--- src/rtl/io_bcd_display_pkg.sv ---
// Shared definitions for the output-port BCD display converter.
package io_bcd_display_pkg;

  // Converter FSM encoding.
  typedef enum logic [1:0] {
    IDLE  = 2'd0,
    SHIFT = 2'd1,
    DONE  = 2'd2
  } state_e;

  // Nibble the downstream seven-segment decoder renders as all segments off.
  localparam logic [3:0] BLANK_NIBBLE = 4'hF;

  // Largest value representable in 'digits' decimal digits (10^digits - 1),
  // computed as a 32-bit constant.
  function automatic logic [31:0] max_value(input int digits);
    logic [31:0] p;
    p = 32'd1;
    for (int i = 0; i < digits; i++) begin
      p = p * 32'd10;
    end
    return p - 32'd1;
  endfunction

  // Limit for the default six-digit display.
  localparam logic [31:0] MAX_VALUE = max_value(6);

endpackage

--- src/rtl/io_bcd_display_bcd_add3.sv ---
// One double-dabble correction cell: adds 3 to a BCD digit that is 5 or more,
// so the following left shift carries correctly into the next decimal digit.
module io_bcd_display_bcd_add3 (
  input  logic [3:0] digit_in,
  output logic [3:0] digit_out
);

  // Conditional +3 correction; no carry leaves the nibble.
  always_comb begin
    digit_out = digit_in;
    if (digit_in >= 4'd5) begin
      digit_out = digit_in + 4'd3;
    end
  end

endmodule

--- src/rtl/io_bcd_display.sv ---
// Sequential binary-to-BCD converter for the out_port display.
// Watches value_in; whenever it differs from the last captured value, runs a
// shift-and-add-3 conversion over IN_WIDTH cycles and publishes DIGITS packed
// BCD nibbles. Values that do not fit in DIGITS decimal digits blank the
// display (every nibble 4'hF) and raise overflow. The nibbles of bcd_out feed
// the per-digit sevenseg decoders at the integrating level.
//
// Handshake: there is no ready input. busy is high from the capture edge up
// to the publish edge; done is a one-cycle pulse on the cycle after the edge
// that updates bcd_out/overflow, and those outputs are otherwise stable.
module io_bcd_display
  import io_bcd_display_pkg::*;
#(
  parameter int IN_WIDTH = 20,
  parameter int DIGITS   = 6
) (
  input  logic                clock,
  input  logic                resetn,
  input  logic [31:0]         value_in,
  output logic [4*DIGITS-1:0] bcd_out,
  output logic                busy,
  output logic                done,
  output logic                overflow,
  output state_e              state_dbg
);

  localparam int          SW    = 4 * DIGITS;
  localparam int          CW    = $clog2(IN_WIDTH + 1);
  localparam logic [31:0] LIMIT = max_value(DIGITS);

  state_e              state_q;
  state_e              state_d;
  logic [31:0]         last_val;
  logic [IN_WIDTH-1:0] bin_q;
  logic [SW-1:0]       scr_q;
  logic [SW-1:0]       scr_adj;
  logic [CW-1:0]       cnt_q;
  logic                ovf_pend;
  logic                capture;
  logic                last_shift;
  logic                out_of_range;

  assign capture      = (value_in != last_val);
  assign last_shift   = (cnt_q == CW'(IN_WIDTH - 1));
  assign out_of_range = (value_in[31:IN_WIDTH] != '0) || (value_in > LIMIT);
  assign state_dbg    = state_q;

  // Per-digit +3 correction applied to the scratch register before each shift.
  for (genvar g = 0; g < DIGITS; g++) begin : g_add3
    io_bcd_display_bcd_add3 u_add3 (
      .digit_in  (scr_q[4*g +: 4]),
      .digit_out (scr_adj[4*g +: 4])
    );
  end

  // Next-state selection.
  always_comb begin
    state_d = state_q;
    case (state_q)
      IDLE:    if (capture) state_d = SHIFT;
      SHIFT:   if (last_shift) state_d = DONE;
      DONE:    state_d = IDLE;
      default: state_d = IDLE;
    endcase
  end

  // State register.
  always_ff @(posedge clock or negedge resetn) begin
    if (!resetn) begin
      state_q <= IDLE;
    end else begin
      state_q <= state_d;
    end
  end

  // Datapath: capture, shift sequence and result publication.
  always_ff @(posedge clock or negedge resetn) begin
    if (!resetn) begin
      last_val <= '0;
      bin_q    <= '0;
      scr_q    <= '0;
      cnt_q    <= '0;
      ovf_pend <= 1'b0;
      bcd_out  <= '0;
      busy     <= 1'b0;
      done     <= 1'b0;
      overflow <= 1'b0;
    end else begin
      done <= 1'b0;
      case (state_q)
        IDLE: begin
          if (capture) begin
            last_val <= value_in;
            bin_q    <= value_in[IN_WIDTH-1:0];
            scr_q    <= '0;
            cnt_q    <= '0;
            ovf_pend <= out_of_range;
            busy     <= 1'b1;
          end
        end
        SHIFT: begin
          {scr_q, bin_q} <= {scr_adj[SW-2:0], bin_q, 1'b0};
          cnt_q          <= cnt_q + CW'(1);
        end
        DONE: begin
          bcd_out  <= ovf_pend ? {DIGITS{BLANK_NIBBLE}} : scr_q;
          overflow <= ovf_pend;
          done     <= 1'b1;
          busy     <= 1'b0;
        end
        default: begin
          busy <= 1'b0;
        end
      endcase
    end
  end

endmodule
--- config.mk ---
export PLATFORM = sky130hd
export DESIGN_NAME = io_bcd_display
export DESIGN_NICKNAME = d
export VERILOG_FILES = /design/src/rtl/io_bcd_display_pkg.sv /design/src/rtl/io_bcd_display_bcd_add3.sv /design/src/rtl/io_bcd_display.sv
export SDC_FILE = /design/constraint.sdc
export NUM_CORES = 1
export LEC_CHECK = 0
export CAP_MARGIN = 10
export CORE_MARGIN = 2
export CORE_UTILIZATION = 55
export CTS_CLUSTER_SIZE = 24
export DETAILED_ROUTE_END_ITERATION = 12
export GPL_TIMING_DRIVEN = 0
export PLACE_DENSITY = 0.84
export SYNTH_ARGS = -nofsm -noshare
export SYNTH_HDL_FRONTEND = slang
export SYNTH_HIERARCHICAL = 1
export SYNTH_SLANG_ARGS = --single-unit
--- constraint.sdc ---
create_clock -name clock -period 2.7 [get_ports clock]
set_clock_uncertainty 0.1 [all_clocks]
set_input_delay 0.54 -clock clock [delete_from_list [all_inputs] [get_ports clock]]
set_output_delay 0.54 -clock clock [all_outputs]
set_load 0.03 [all_outputs]
==> flow_summary.ini, run 1 <==
[power]
powerDensity_mw_per_mm2 = 564.8
leakage_nw = 2.866
irDropWorstVdd_uv = 406.3

[place]
place_area_mm2 = 0.006171
routabilityCongestion = 0.8198
portBuffers = 62
place_ws_ps = -535.9
post-dp-hpwl_um = 8273

[final_layout]
layout.nets = 647
mostFrequentLayoutCells = dfrtp_1 (111), nand2_1 (101), clkdlybuf4s50_1 (60)
drive_gt1_share_pct = 12.07
area_growth_pct = 19.21
num_antenna_cells = 0
final_common_cell = dfrtp_1
final_cell_area_mm2 = 0.006397
fillers = 788

[synthesis]
synth_cells = 525
yosysWarnings = 6
synth_area_mm2 = 0.005366
syn-mean-instance-area_um2 = 10.22
synth_nets = 572

[die]
die_area_mm2 = 0.01056
io_pins = 63
die_w_um = 102.8
die_h_um = 102.8
core-area_mm2 = 0.009639
start_util_pct = 55.67
fp-row-count = 36

[outcome]
run_status = complete, no violations

[grt]
antenna_found_initial = 0
grt_pass1_wl_um = 19130
grt_overflow = 0
first_global_vias = 4065
grt_use_total_pct = 23.35
grt_max_degree = 69

[hold_path]
hp-class = input port to asynchronous set/reset pin

[cts]
cts_htree_levels = 3
worstSkewPairLatency_ps = 380
clk_pin_slew_ps = 110
cts_hold_buf = 0
clkSinkCount = 111
cts_buffers = 9
clock_path_buffers = 2
cts_tree = done
root_buffer = clkbuf_8

[critical_path]
crit_top_cell = buf_6
start_kind = input port
crit_type = input port to flip-flop
cp_slowest_cell = clkdlybuf4s50_1
critical_path.max_fanout = 10
cp_data_arrival_time_ps = 2820
cp-end-kind = flip-flop
slowest_delay_ps = 500
path_cells = clkdlybuf4s50_1, xor2_1, nor4_2, nand4_1, o21a_1, buf_6, buf_6, a221o_1
crit_required_ps = 2870

[sta]
hold_viol = 0
rsz0062_at_grt = yes
setup_viol_count_final = 0
drv_slew = 0
layout_setup_ws_ps = 53.59
fin_crit_ps = 2646
final.period_utilization_pct = 98.02
relSlewSlack_pct = 41.89
tightestPinTransition_ps = 871.7
fmax_ghz = 0.3779

[run]
max-cap-violations = 0

[detailed_routing]
wire_per_inst_um = 15.36
drtAntennaViolNets = 0
vias_per_cell = 5.520
drc = 0
dr_total_vias = 4074
drt_wl_total_um = 11330
dr.first_iter.drc_count = 163
first_pass_iters = 5
state kept, by name, summed over array words and instances (netlist names):
| signal | count |
|---|---|
| bcd_out | 24 |
| bin_q | 20 |
| busy | 1 |
| cnt_q | 5 |
| done | 1 |
| last_val | 32 |
| overflow | 1 |
| ovf_pend | 1 |
| scr_q | 24 |
| state_dbg | 2 |
worst paths after layout:
kind	start	to	slack, ps	cells after the start
min reg2reg	bcd_out[5]	bcd_out[5]	390	2
min in group clock	bcd_out[5]	bcd_out[5]	390	2
max reg2reg	last_val[16]	bin_q[11]	320	7
min	resetn	bcd_out[17]	150	1
max	value_in[16]	bin_q[11]	50	8
max in group asynchronous	resetn	bin_q[14]	1640	2
through the flow:
step	total power, W	hold slack (ps)	cells	setup TNS, ps	utilization [%]
2_1_floorplan	0.002436	144.4	525	0	-
3_3_place_gp	0.002615	361.5	720	-366950	63.84
3_5_place_dp	0.002675	369.1	721	-26610	64.02
4_1_cts	0.003635	184.2	738	0	66.16
5_1_grt	0.003840	210.6	738	-652.8	66.37
6_report	0.003613	147.3	738	0	66.37
metal layers:
metal / global-route usage, % / share of wire (%) / up-vias
met2: 40.27 / 51 / 138
li1: - / - / 1938
met4: 7.085 / 1.9 / 0
met5: 0 / 0 / -
met1: 29.01 / 41 / 1976
met3: 6.169 / 6.1 / 22
critical path: cells and delay by family:
| family | cells | cell delay [ps] |
|---|---|---|
| AO/OA/AOI/OAI | 2 | 640 |
| AND/OR/NAND/NOR | 2 | 620 |
| buffers and inverters | 3 | 820 |
| XOR/XNOR | 1 | 200 |
where the power goes:
group	internal [W]	switching [W]
clock	0.000359	0.000605
combinational	0.000333	0.000378
sequential	0.00179	0.000151
total	0.00248	0.00113
area by class of cell:
class                           instances  area (um2)  area share (%)
Buffer                                 25       125.1           1.956
Clock buffer                            9       123.9           1.936
Clock inverter                          7       65.06           1.017
Inverter                               14       52.55          0.8214
Multi-Input combinational cell        375        2439           38.12
Sequential cell                       111        2778           43.42
Tap cell                              133       166.4           2.601
Timing Repair Buffer                   64       648.1           10.13
timing repair:
item | CTS | global route
endpoints found under the hold margin | 0 | 0
setup buffers | 1 | 0
setup endpoints to repair | 24 | 40
resized for setup | 2 | 6
pin swaps | 1 | 3
Note: power is estimated with default switching activity, not from simulation.
==> run 2, diff against run 1 <==
Settings changed: CORE_ASPECT_RATIO set to 0.7, CORE_MARGIN 2 to not set, PLACE_DENSITY 0.84 to 0.79.
==> flow_summary.ini, run 2 (synthesis gave the netlist of run 1 again) <==
[outcome]
run_status = complete, no violations

[grt]
grt_pass1_wl_um = 20310
grt.busiest_layer = met2
use_met2_pct = 39.97
antenna_found_initial = 0
grt_max_degree = 65
grt_overflow = 0
grt_use_total_pct = 26.04
use_met1_pct = 37.58
first_global_vias = 4066
gr-usage-met3_pct = 5.299

[cts]
cts_buffers = 9
worstSkewPairLatency_ps = 350
cts_htree_levels = 3
root_buffer = clkbuf_16
cts_tree = done
cts_hold_buf = 0
clk_pin_slew_ps = 70
clkSinkCount = 111
clock_path_buffers = 2

[place]
routabilityCongestion = 0.8232
portBuffers = 62
place_ws_ps = -606.3
post-dp-hpwl_um = 8729

[detailed_routing]
first_pass_iters = 5
drtAntennaViolNets = 0
wire_per_inst_um = 16.54
dr.first_iter.drc_count = 315
dr_total_vias = 4032
drt_wl_total_um = 12070
vias_per_cell = 5.523
drc = 0

[sta]
drv_slew = 0
tightestPinTransition_ps = 644.3
tns_ps = 0
hold_viol = 0
fmax_ghz = 0.3761
final.period_utilization_pct = 98.47
setup_viol_count_final = 0
layout_setup_ws_ps = 41.27
fin_crit_ps = 2659
relSlewSlack_pct = 57.05

[power]
design_power_total_w = 0.003945
powerDensity_mw_per_mm2 = 605.6
leakage_nw = 2.965
irDropWorstVdd_uv = 456.0

[die]
start_util_pct = 58.00
core-area_mm2 = 0.009253
io_pins = 63
fp-row-count = 29
die_h_um = 84.65
die_w_um = 120.1
die_area_mm2 = 0.01016

[critical_path]
crit_top_cell = buf_4
critical_path.max_fanout = 10
crit_start = value_in[20]
cp-end-kind = flip-flop
rr_worst_depth = 8
worstReg2RegEnd = bin_q[17]
crit_type = input port to flip-flop
worstReg2RegStart = last_val[0]
rrSetupSlack_ps = 290
path_cells = clkdlybuf4s50_1, xor2_1, nor4_2, nand4_1, buf_4, o21a_1, buf_4, buf_6, a221o_1
crit_family = buffers and inverters
cp_slowest_cell = clkdlybuf4s50_1
slowest_delay_ps = 460
path_buf_inv = 4
crit_required_ps = 2830
cp_data_arrival_time_ps = 2790
start_kind = input port

[final_layout]
num_antenna_cells = 0
largest_register = last_val
drive_gt1_share_pct = 11.72
multiInputGateArea_mm2 = 0.002446
layout.nets = 648
fillers = 696
reg_top3 = last_val: 32 flops, bcd_out: 24 flops, scr_q: 24 flops
seqCellArea_mm2 = 0.002778
area_growth_pct = 21.40
largest_reg_flops = 32
fin_util_pct = 70.41
final_common_cell = dfrtp_1
mostFrequentLayoutCells = dfrtp_1 (111), nand2_1 (101), o21ai_0 (56)

[hold_path]
hp-class = input port to asynchronous set/reset pin

[run]
max-cap-violations = 0
[run 2: cell count changes in the layout (fill, tap and decap cells not counted), sizes merged]
cell	before	now
clkdlybuf4s50	60	55
inv	18	14
clkinvlp	1	0
dlymetal6s2s	1	6
clkbuf	27	32
buf	10	11
[run 2: how the worst max path moves through the flow]
stage          slack, ps      endpoint  cells past startpoint
2_1_floorplan        500  last_val[10]                      6
6_report              40     bin_q[17]                      9
3_3_place_gp       -3200      scr_q[5]                      1
5_1_grt              -40     bin_q[17]                      9
3_5_place_dp        -610   last_val[7]                      7
4_1_cts               20     bin_q[17]                      8
[run 2: report_power, final]
| group | switching, W | leakage, nW | total, W | internal, W |
|---|---|---|---|---|
| clock | 0.000577 | 0.143 | 0.00128 | 0.000703 |
| sequential | 0.000156 | 1.28 | 0.00194 | 0.00179 |
| combinational | 0.000387 | 1.55 | 0.000721 | 0.000335 |
| total | 0.00112 | 2.97 | 0.00395 | 0.00283 |
[run 2: area by class of cell]
| class | instances | area share, % |
|---|---|---|
| inverter | 14 | 0.8066 |
| tap | 124 | 2.381 |
| multi-input combinational | 375 | 37.55 |
| clock inverter | 2 | 0.2113 |
| sequential | 111 | 42.63 |
| clock buffer | 14 | 4.206 |
| timing repair buffer | 65 | 10.37 |
| buffer | 25 | 1.844 |
[run 2: repair_timing]
item                                    CTS  global route
setup buffers                             0             2
pin swaps                                 0             5
endpoints found under the setup margin   30            43
resized for setup                         2             9
[run 2: routing by layer]
metal  wire (um)  vias to the layer above  share of wire, %
met1        5899                     1986                49
li1            -                     1932                 -
met4         114                        0              0.94
met5           0                        -                 0
met3         599                       12               5.0
met2        5459                      102                45
[run 2: stage by stage]
step | area [um2] | std cells | hold slack [ps]
after floorplan | 5366 | 525 | 144.4
after global placement | 6142 | 711 | 361.9
after detailed placement | 6167 | 712 | 369.7
after CTS | 6465 | 728 | 137.1
after global routing | 6515 | 730 | 155.3
final | 6515 | 730 | 109.7
==> run 3, diff against run 2 <==
Settings changed: CORE_UTILIZATION 55 to 50, PLACE_DENSITY 0.79 to 0.73.
==> flow_summary.ini, run 3 (synthesis gave the netlist of run 1 again) <==
[sta]
setup_viol_count_final = 0
layout_setup_ws_ps = 15.10
tightestPinTransition_ps = 768.4
final.period_utilization_pct = 99.44
hold-worst-slack_ps = 156.9
hold_viol = 0
drv_slew = 0
fmax_ghz = 0.3725
fin_crit_ps = 2685
relSlewSlack_pct = 48.77

[final_layout]
final_common_cell = dfrtp_1
largest_register = last_val
fin_util_pct = 63.78
largest_reg_flops = 32
num_antenna_cells = 0
final_cell_area_mm2 = 0.006630
mostFrequentLayoutCells = dfrtp_1 (111), nand2_1 (101), o21ai_0 (56)
reg_top3 = last_val: 32 flops, bcd_out: 24 flops, scr_q: 24 flops
drive_gt1_share_pct = 12.95
layout.nets = 652
area_growth_pct = 23.55

[detailed_routing]
drt_wl_total_um = 12400
dr_total_vias = 4022
dr.first_iter.drc_count = 262
drtAntennaViolNets = 0
drc = 0
vias_per_cell = 5.420
wire_per_inst_um = 16.70
first_pass_iters = 4

[grt]
grt.busiest_layer = met2
use_met2_pct = 38.38
grt_pass1_wl_um = 20370
use_met1_pct = 32.80
gr-usage-met3_pct = 5.200
antenna_found_initial = 0
first_global_vias = 3981
grt_overflow = 0
grt_use_total_pct = 23.69
grt_max_degree = 61

[cts]
clk_pin_slew_ps = 70
clock_path_buffers = 2
root_buffer = clkbuf_16
cts_hold_buf = 0
cts_htree_levels = 3
clkSinkCount = 111
cts_buffers = 9
worstSkewPairLatency_ps = 350
cts_tree = done

[critical_path]
cp-end-kind = flip-flop
cp_data_arrival_time_ps = 2820
rr_worst_depth = 7
critical_path.max_fanout = 10
crit_type = input port to flip-flop
worstReg2RegStart = last_val[25]
worstReg2RegEnd = bin_q[16]
crit_required_ps = 2830
rrSetupSlack_ps = 290
start_kind = input port

[die]
die_w_um = 125.8
io_pins = 63
core-area_mm2 = 0.01040
fp-row-count = 31
start_util_pct = 51.62
die_area_mm2 = 0.01116
die_h_um = 88.68

[run]
max-cap-violations = 0

[place]
place_area_mm2 = 0.006177
routabilityCongestion = 0.7747
portBuffers = 62
place_ws_ps = -571.6
post-dp-hpwl_um = 8709

[power]
leakage_nw = 3.010
powerDensity_mw_per_mm2 = 627.7
irDropWorstVdd_uv = 371.4

[outcome]
run_status = complete, no violations

[hold_path]
hp-class = input port to asynchronous set/reset pin
## run 3: routing by layer
layer | routed length (um) | vias up
met2 | 5642 | 75
met4 | 118 | 0
met3 | 426 | 10
li1 | - | 1942
met5 | 0 | -
met1 | 6208 | 1995
## run 3: timing repair
action | CTS | global route
setup endpoints to repair | 29 | 44
endpoints found under the hold margin | 0 | 0
pin swaps | 1 | 4
gates resized for setup | 4 | 12
buffers inserted | 2 | 4
## run 3: cell type report
type / instances / area [um2]
Sequential cell: 111 / 2778
Timing Repair Buffer: 69 / 705.7
Fill cell: 812 / 3765
Tap cell: 132 / 165.2
Clock inverter: 7 / 108.9
Buffer: 25 / 126.4
Clock buffer: 9 / 225.2
Inverter: 14 / 52.55
Multi-Input combinational cell: 375 / 2469
## run 3: report_power, final
part	internal [W]	switching [W]
clock network	0.000837	0.000652
logic	0.000337	0.000392
registers	0.00179	0.000156
total	0.00296	0.00120
## run 3: worst max path at each step
stage | to | cells past startpoint | start
3_5_place_dp | last_val[8] | 7 | value_in[0]
4_1_cts | last_val[11] | 8 | value_in[24]
6_report | bin_q[16] | 8 | value_in[12]
5_1_grt | bin_q[16] | 8 | value_in[12]
2_1_floorplan | last_val[10] | 6 | value_in[28]
3_3_place_gp | bcd_out[5] | 1 | resetn
## run 3: stage by stage
stage	std cells	power, W	setup TNS [ps]
global route	742	0.004381	-155.4
detailed placement	720	0.002691	-24410
global placement	719	0.002629	-380230
floorplan	525	0.002436	0
finish	742	0.004161	0
CTS	738	0.004180	0
## run 3: critical path, stage by stage
cell	delay, ps
clkdlybuf4s50_1	550
xor2_1	220
nor4_1	210
nand4_1	260
o21a_1	310
buf_4	210
buf_6	160
a221o_1	350
